[config.mk]
export PLATFORM = sky130hd
export DESIGN_NAME = cic_interp
export DESIGN_NICKNAME = d
export VERILOG_FILES = /design/src/rtl/cic_interp_pkg.sv /design/src/rtl/cic_integrator_stage.sv /design/src/rtl/cic_interp.sv
export SDC_FILE = /design/constraint.sdc
export NUM_CORES = 2
export LEC_CHECK = 0
export ABC_AREA = 0
export BUFFER_PORTS_ARGS = -buffer_cell sky130_fd_sc_hd__clkbuf_2
export CELL_PAD_IN_SITES_DETAIL_PLACEMENT = 0
export CELL_PAD_IN_SITES_GLOBAL_PLACEMENT = 1
export CORE_ASPECT_RATIO = 0.8
export CORE_MARGIN = 2
export CORE_UTILIZATION = 25
export DETAILED_ROUTE_END_ITERATION = 8
export PLACE_DENSITY_LB_ADDON = 0.1
export SLEW_MARGIN = 20
export SYNTH_ARGS = -nofsm -noshare
export SYNTH_HDL_FRONTEND = slang
export SYNTH_SLANG_ARGS = --single-unit
[constraint.sdc]
create_clock -name clk -period 8.6 [get_ports clk]
set_clock_uncertainty 0.15 [all_clocks]
set_input_delay 0.86 -clock clk [delete_from_list [all_inputs] [get_ports clk]]
set_output_delay 0.86 -clock clk [all_outputs]
set_load 0.1 [all_outputs]
[src/rtl/cic_interp_pkg.sv]
// rtl/cic_interp_pkg.sv - shared CIC sizing helpers and default rate/delay/stage counts
package cic_interp_pkg;

    localparam int R_DEFAULT = 10;
    localparam int D_DEFAULT = 5;
    localparam int N_DEFAULT = 3;

    function automatic int cic_clog2(input int value);
        int res;
        int rem;
        res = 0;
        rem = value - 1;
        while (rem > 0) begin
            res = res + 1;
            rem = rem >> 1;
        end
        return res;
    endfunction

    // Bit growth of an N-stage CIC is N*log2(R*D) on top of the input width.
    function automatic int cic_acc_width(input int in_w, input int n, input int r, input int d);
        return in_w + n * cic_clog2(r * d);
    endfunction

endpackage

[src/rtl/cic_integrator_stage.sv]
// rtl/cic_integrator_stage.sv - registered wrap-around accumulator with enable
module cic_integrator_stage #(
    parameter int W = 42
) (
    input  logic         clk,
    input  logic         rst_n,
    input  logic         en,
    input  logic [W-1:0] din,
    output logic [W-1:0] acc
);

    logic [W-1:0] acc_q;
    logic [W-1:0] acc_d;

    always_comb begin
        acc_d = acc_q;
        if (en) begin
            acc_d = acc_q + din;
        end
    end

    always_ff @(posedge clk or negedge rst_n) begin
        if (!rst_n) begin
            acc_q <= '0;
        end else begin
            acc_q <= acc_d;
        end
    end

    assign acc = acc_q;

endmodule

[src/rtl/cic_interp.sv]
// rtl/cic_interp.sv - N-stage CIC interpolator: comb chain, zero-stuff upsampler, integrator chain
module cic_interp
    import cic_interp_pkg::*;
#(
    parameter int R            = R_DEFAULT,
    parameter int D            = D_DEFAULT,
    parameter int N            = N_DEFAULT,
    parameter int INPUT_WIDTH  = 24,
    parameter int OUTPUT_WIDTH = 42
) (
    input  logic                           clk,
    input  logic                           rst_n,
    input  logic signed [INPUT_WIDTH-1:0]  din,
    input  logic                           din_valid,
    output logic                           din_ready,
    output logic signed [OUTPUT_WIDTH-1:0] dout,
    output logic                           dout_valid
);

    localparam int ACC_W = cic_acc_width(INPUT_WIDTH, N, R, D);
    localparam int PH_W  = cic_clog2(R);

    logic [PH_W-1:0]         phase_q, phase_d;
    logic                    accept;
    logic                    adv;
    logic [N:0][ACC_W-1:0]   comb_c;
    logic [ACC_W-1:0]        comb_q, comb_d;
    logic [ACC_W-1:0]        upsmp_q, upsmp_d;
    logic [N:0][ACC_W-1:0]   integ_c;
    logic [OUTPUT_WIDTH-1:0] dout_q, dout_d;
    logic                    dout_valid_q, dout_valid_d;

    assign din_ready = (phase_q == '0);
    assign accept    = din_valid & din_ready;
    // Only an underrun at phase 0 stalls; every other phase advances unconditionally.
    assign adv       = (phase_q != '0) | accept;

    assign comb_c[0] = ACC_W'(din);

    for (genvar k = 0; k < N; k++) begin : g_comb
        logic [ACC_W-1:0] dly_q [D];
        logic [ACC_W-1:0] dly_d [D];

        always_comb begin
            dly_d = dly_q;
            if (accept) begin
                dly_d[0] = comb_c[k];
                for (int j = 1; j < D; j++) begin
                    dly_d[j] = dly_q[j-1];
                end
            end
        end

        always_ff @(posedge clk or negedge rst_n) begin
            if (!rst_n) begin
                for (int j = 0; j < D; j++) begin
                    dly_q[j] <= '0;
                end
            end else begin
                dly_q <= dly_d;
            end
        end

        assign comb_c[k+1] = comb_c[k] - dly_q[D-1];
    end

    assign integ_c[0] = upsmp_q;

    for (genvar k = 0; k < N; k++) begin : g_integ
        cic_integrator_stage #(
            .W (ACC_W)
        ) u_integ (
            .clk   (clk),
            .rst_n (rst_n),
            .en    (adv),
            .din   (integ_c[k]),
            .acc   (integ_c[k+1])
        );
    end

    always_comb begin
        phase_d      = phase_q;
        comb_d       = comb_q;
        upsmp_d      = upsmp_q;
        dout_d       = dout_q;
        dout_valid_d = adv;
        if (accept) begin
            comb_d = comb_c[N];
        end
        if (adv) begin
            phase_d = (phase_q == PH_W'(R - 1)) ? '0 : phase_q + 1'b1;
            upsmp_d = (phase_q == PH_W'(1)) ? comb_q : '0;
            dout_d  = integ_c[N][ACC_W-1 -: OUTPUT_WIDTH];
        end
    end

    always_ff @(posedge clk or negedge rst_n) begin
        if (!rst_n) begin
            phase_q      <= '0;
            comb_q       <= '0;
            upsmp_q      <= '0;
            dout_q       <= '0;
            dout_valid_q <= 1'b0;
        end else begin
            phase_q      <= phase_d;
            comb_q       <= comb_d;
            upsmp_q      <= upsmp_d;
            dout_q       <= dout_d;
            dout_valid_q <= dout_valid_d;
        end
    end

    assign dout       = dout_q;
    assign dout_valid = dout_valid_q;

endmodule
==> metrics <==
status=completed; total gr overflow=0; commonest non-fill, non-tap cells in the layout=1,429 x nand2_1, 712 x dfrtp_1, 261 x o21ai_0, 234 x a21oi_1, 213 x ha_1; Fin. Hold Viols=0; Area Growth Syn to Fin=14.7%; Vias/cell=4.40; worst min path class=in -> reg; Max Freq=132 MHz; Row Count=125; Crit path buffers/inverters=1; final worst path period share=88.0%; clk buf depth=3; RSZ-0062 raised after global routing=false; initial core utilization=25.3%; initial DRC count=1,796; delay-heaviest family, CP=compound AO/OA/AOI/OAI gates; Post-Route M1 WL=55,100 um; Layout Utilization=29.0%; share of layout cells above drive strength 1=6.61%; Max FO, Critical Path=9; slowest cell on the critical path=a21oi_1; routed len/inst=16.0 um; placed insts=6,091; #FFs+latches synth=712; Slew Limit Fails=0; CORE AREA=0.146 sq mm; max layer used=met4; Ys Warns=0; Final Non-Filler Cells=6,251; max_cap viols=0; Via Count=27,500; clk_lat worst skew=0.68 ns; H-tree Lvls=3; Worst Max-Slew Pin Slew=1.05 ns; Worst-path clk slew=0.06 ns; Die Width=433 um; synthesized instance count=4,207; setup TNS=0 ns; Die Y=347 um; drt total wl=100,000 um; Tmin final=7.57 ns; post-cts gate resize count=0; met3 routed WL=2760 um; Post-synth EDFFs=0; die area=0.150 sq mm; global-route wire length before repair=162,000 um; top_reg_cell synth=dfrtp_1; CTS Buf Count=88; Worst Path Required=8.96 ns; Post-route DRC=0; register area share after synthesis=48.4%; CP Class=reg -> reg; syn_nets=4,453; Placer Congestion=0.769; initial antenna violation count=1; root buffer cell=clkbuf_16; WP data arrival=7.93 ns; count of final setup violators=0; Mapped Area=0.0368 sq mm; port bufs=70; post-synthesis area per instance=8.75 sq um; crit path launch type=flop; max incr delay on CP=0.59 ns; Pre-antenna DRT Iters=5; largest net degree at the start of global routing=189; antenna-violating nets left=0; Layout Nets=4,460; slew margin rel.=30.1%; Sink Count=712; GRT Total Usage=13.4%; most common cell after layout, fill and taps aside=nand2_1; vias in the first global route=27,200; Boundary Pins=71; met2 wire len=39,900 um; Crit. End Element=flop; Worst path most repeated cell=a21oi_1; DPL Wire Length=68,500 um; asr flop ratio synth=100%; distinct cell type count after synthesis=79; CTS tree=yes
[timing repair]
| action | in CTS | in global routing |
|---|---|---|
| endpoints found under the setup margin | 0 | 0 |
| endpoints found under the hold margin | 12 | 0 |
| setup buffers | 0 | 0 |
| hold buffers | 1 | 0 |
[metal layers]
layer / GRT usage [%] / up-vias
li1: - / 14200
met1: 21.1 / 12900
met2: 18.7 / 245
met3: 2.28 / 123
met4: 3.22 / 0
met5: 0 / -
[worst reg2reg max path: cells and delay by family, from the launching register on]
kind                     cells  cell delay (ns)
AO/OA/AOI/OAI               17             4.37
XOR/XNOR                     2             0.44
adder cells (fa/ha/maj)      4             1.34
buffers and inverters        1             0.05
flip-flops                   1             0.35
multiplexers                 1             0.17
AND/OR/NAND/NOR              3             0.52
[cells by family after synthesis]
family / synth area share (%)
compound gates: 15.6
xor+xnor: 3.95
fa+ha+maj: 7.56
buf+inv: 3.39
flops: 48.4
mux: 0.503
simple gates: 20.6
[per-stage QoR]
step	hold WS [ns]	setup WS (ns)	instance area [sq um]
floorplan	0.285	1.76	36800
global placement	0.300	0.528	39300
detailed placement	0.298	0.486	39300
CTS	0.178	1.11	42200
global route	0.207	0.382	42200
finish	0.248	1.03	42200
[layout make-up]
cell class | instances | area (sq um)
Tap cell | 1968 | 2460
Clock buffer | 121 | 2520
Multi-Input combinational cell | 3163 | 17800
Clock inverter | 37 | 423
Inverter | 154 | 583
Timing Repair Buffer | 95 | 651
Sequential cell | 712 | 17800
Antenna cell | 1 | 2.50
Fill cell | 15600 | 104000
[Yosys cell counts (5+ instances only)]
cell / n / area (sq um)
a211o_1: 10 / 87.6
a211oi_1: 16 / 120
a21boi_0: 11 / 82.6
a21o_1: 106 / 796
a21oi_1: 234 / 1170
a221oi_1: 8 / 70.1
a22o_1: 41 / 359
a31o_2: 6 / 52.6
a31oi_1: 27 / 169
and2_1: 11 / 68.8
and3_1: 26 / 163
and4_1: 6 / 52.6
buf_1: 14 / 52.6
clkbuf_1: 162 / 608
dfrtp_1: 712 / 17800
fa_1: 6 / 120
ha_1: 213 / 2670
inv_1: 154 / 578
mux2_2: 12 / 135
mux2i_1: 5 / 50.1
nand2_1: 1430 / 5370
nand2b_1: 28 / 175
nand3_1: 42 / 210
nand3b_1: 9 / 67.6
nand4_1: 15 / 93.8
nor2_1: 168 / 631
nor2b_1: 27 / 169
nor3_1: 25 / 125
nor3b_1: 19 / 143
nor4_1: 5 / 31.3
nor4b_1: 9 / 78.8
o211ai_1: 19 / 143
o21a_1: 52 / 390
o21ai_0: 261 / 1310
o21ai_1: 7 / 35.0
o21bai_1: 30 / 225
o311ai_0: 6 / 52.6
o31a_1: 8 / 70.1
o31ai_1: 25 / 188
or2_2: 11 / 68.8
or3_1: 11 / 68.8
xnor2_1: 91 / 797
xor2_1: 75 / 657
[sequential cells by signal, summed over array words and instances (netlist names)]
| register | count |
|---|---|
| g_integ.u_integ.acc | 126 |
| dout_valid | 1 |
| comb_q | 42 |
| g_comb.dly_q | 455 |
| dout | 42 |
| phase_q | 4 |
| upsmp_q | 42 |
[final timing paths]
path / startpoint / end / slack [ns] / cells past startpoint
worst max-delay path: g_comb[0].dly_q[0]$_DFFE_PN0P_ / comb_q[35]$_DFFE_PN0P_ / 1.03 / 28
worst min-delay path: din[13] / g_comb[0].dly_q[181]$_DFFE_PN0P_ / 0.25 / 3
worst max register to register: g_comb[0].dly_q[0]$_DFFE_PN0P_ / comb_q[35]$_DFFE_PN0P_ / 1.03 / 28
worst min register to register: g_comb[2].dly_q[205]$_DFFE_PN0P_ / g_comb[2].dly_q[163]$_DFFE_PN0P_ / 0.29 / 2
max in group asynchronous: rst_n / g_comb[0].dly_q[128]$_DFFE_PN0P_ / 5.85 / 4
min in group asynchronous: rst_n / g_integ[2].u_integ.acc[19]$_DFFE_PN0P_ / 0.61 / 2
Power is left out: the tool's default activity adds up to more than one toggle a clock period on the data nets, which glitch-free logic cannot reach.
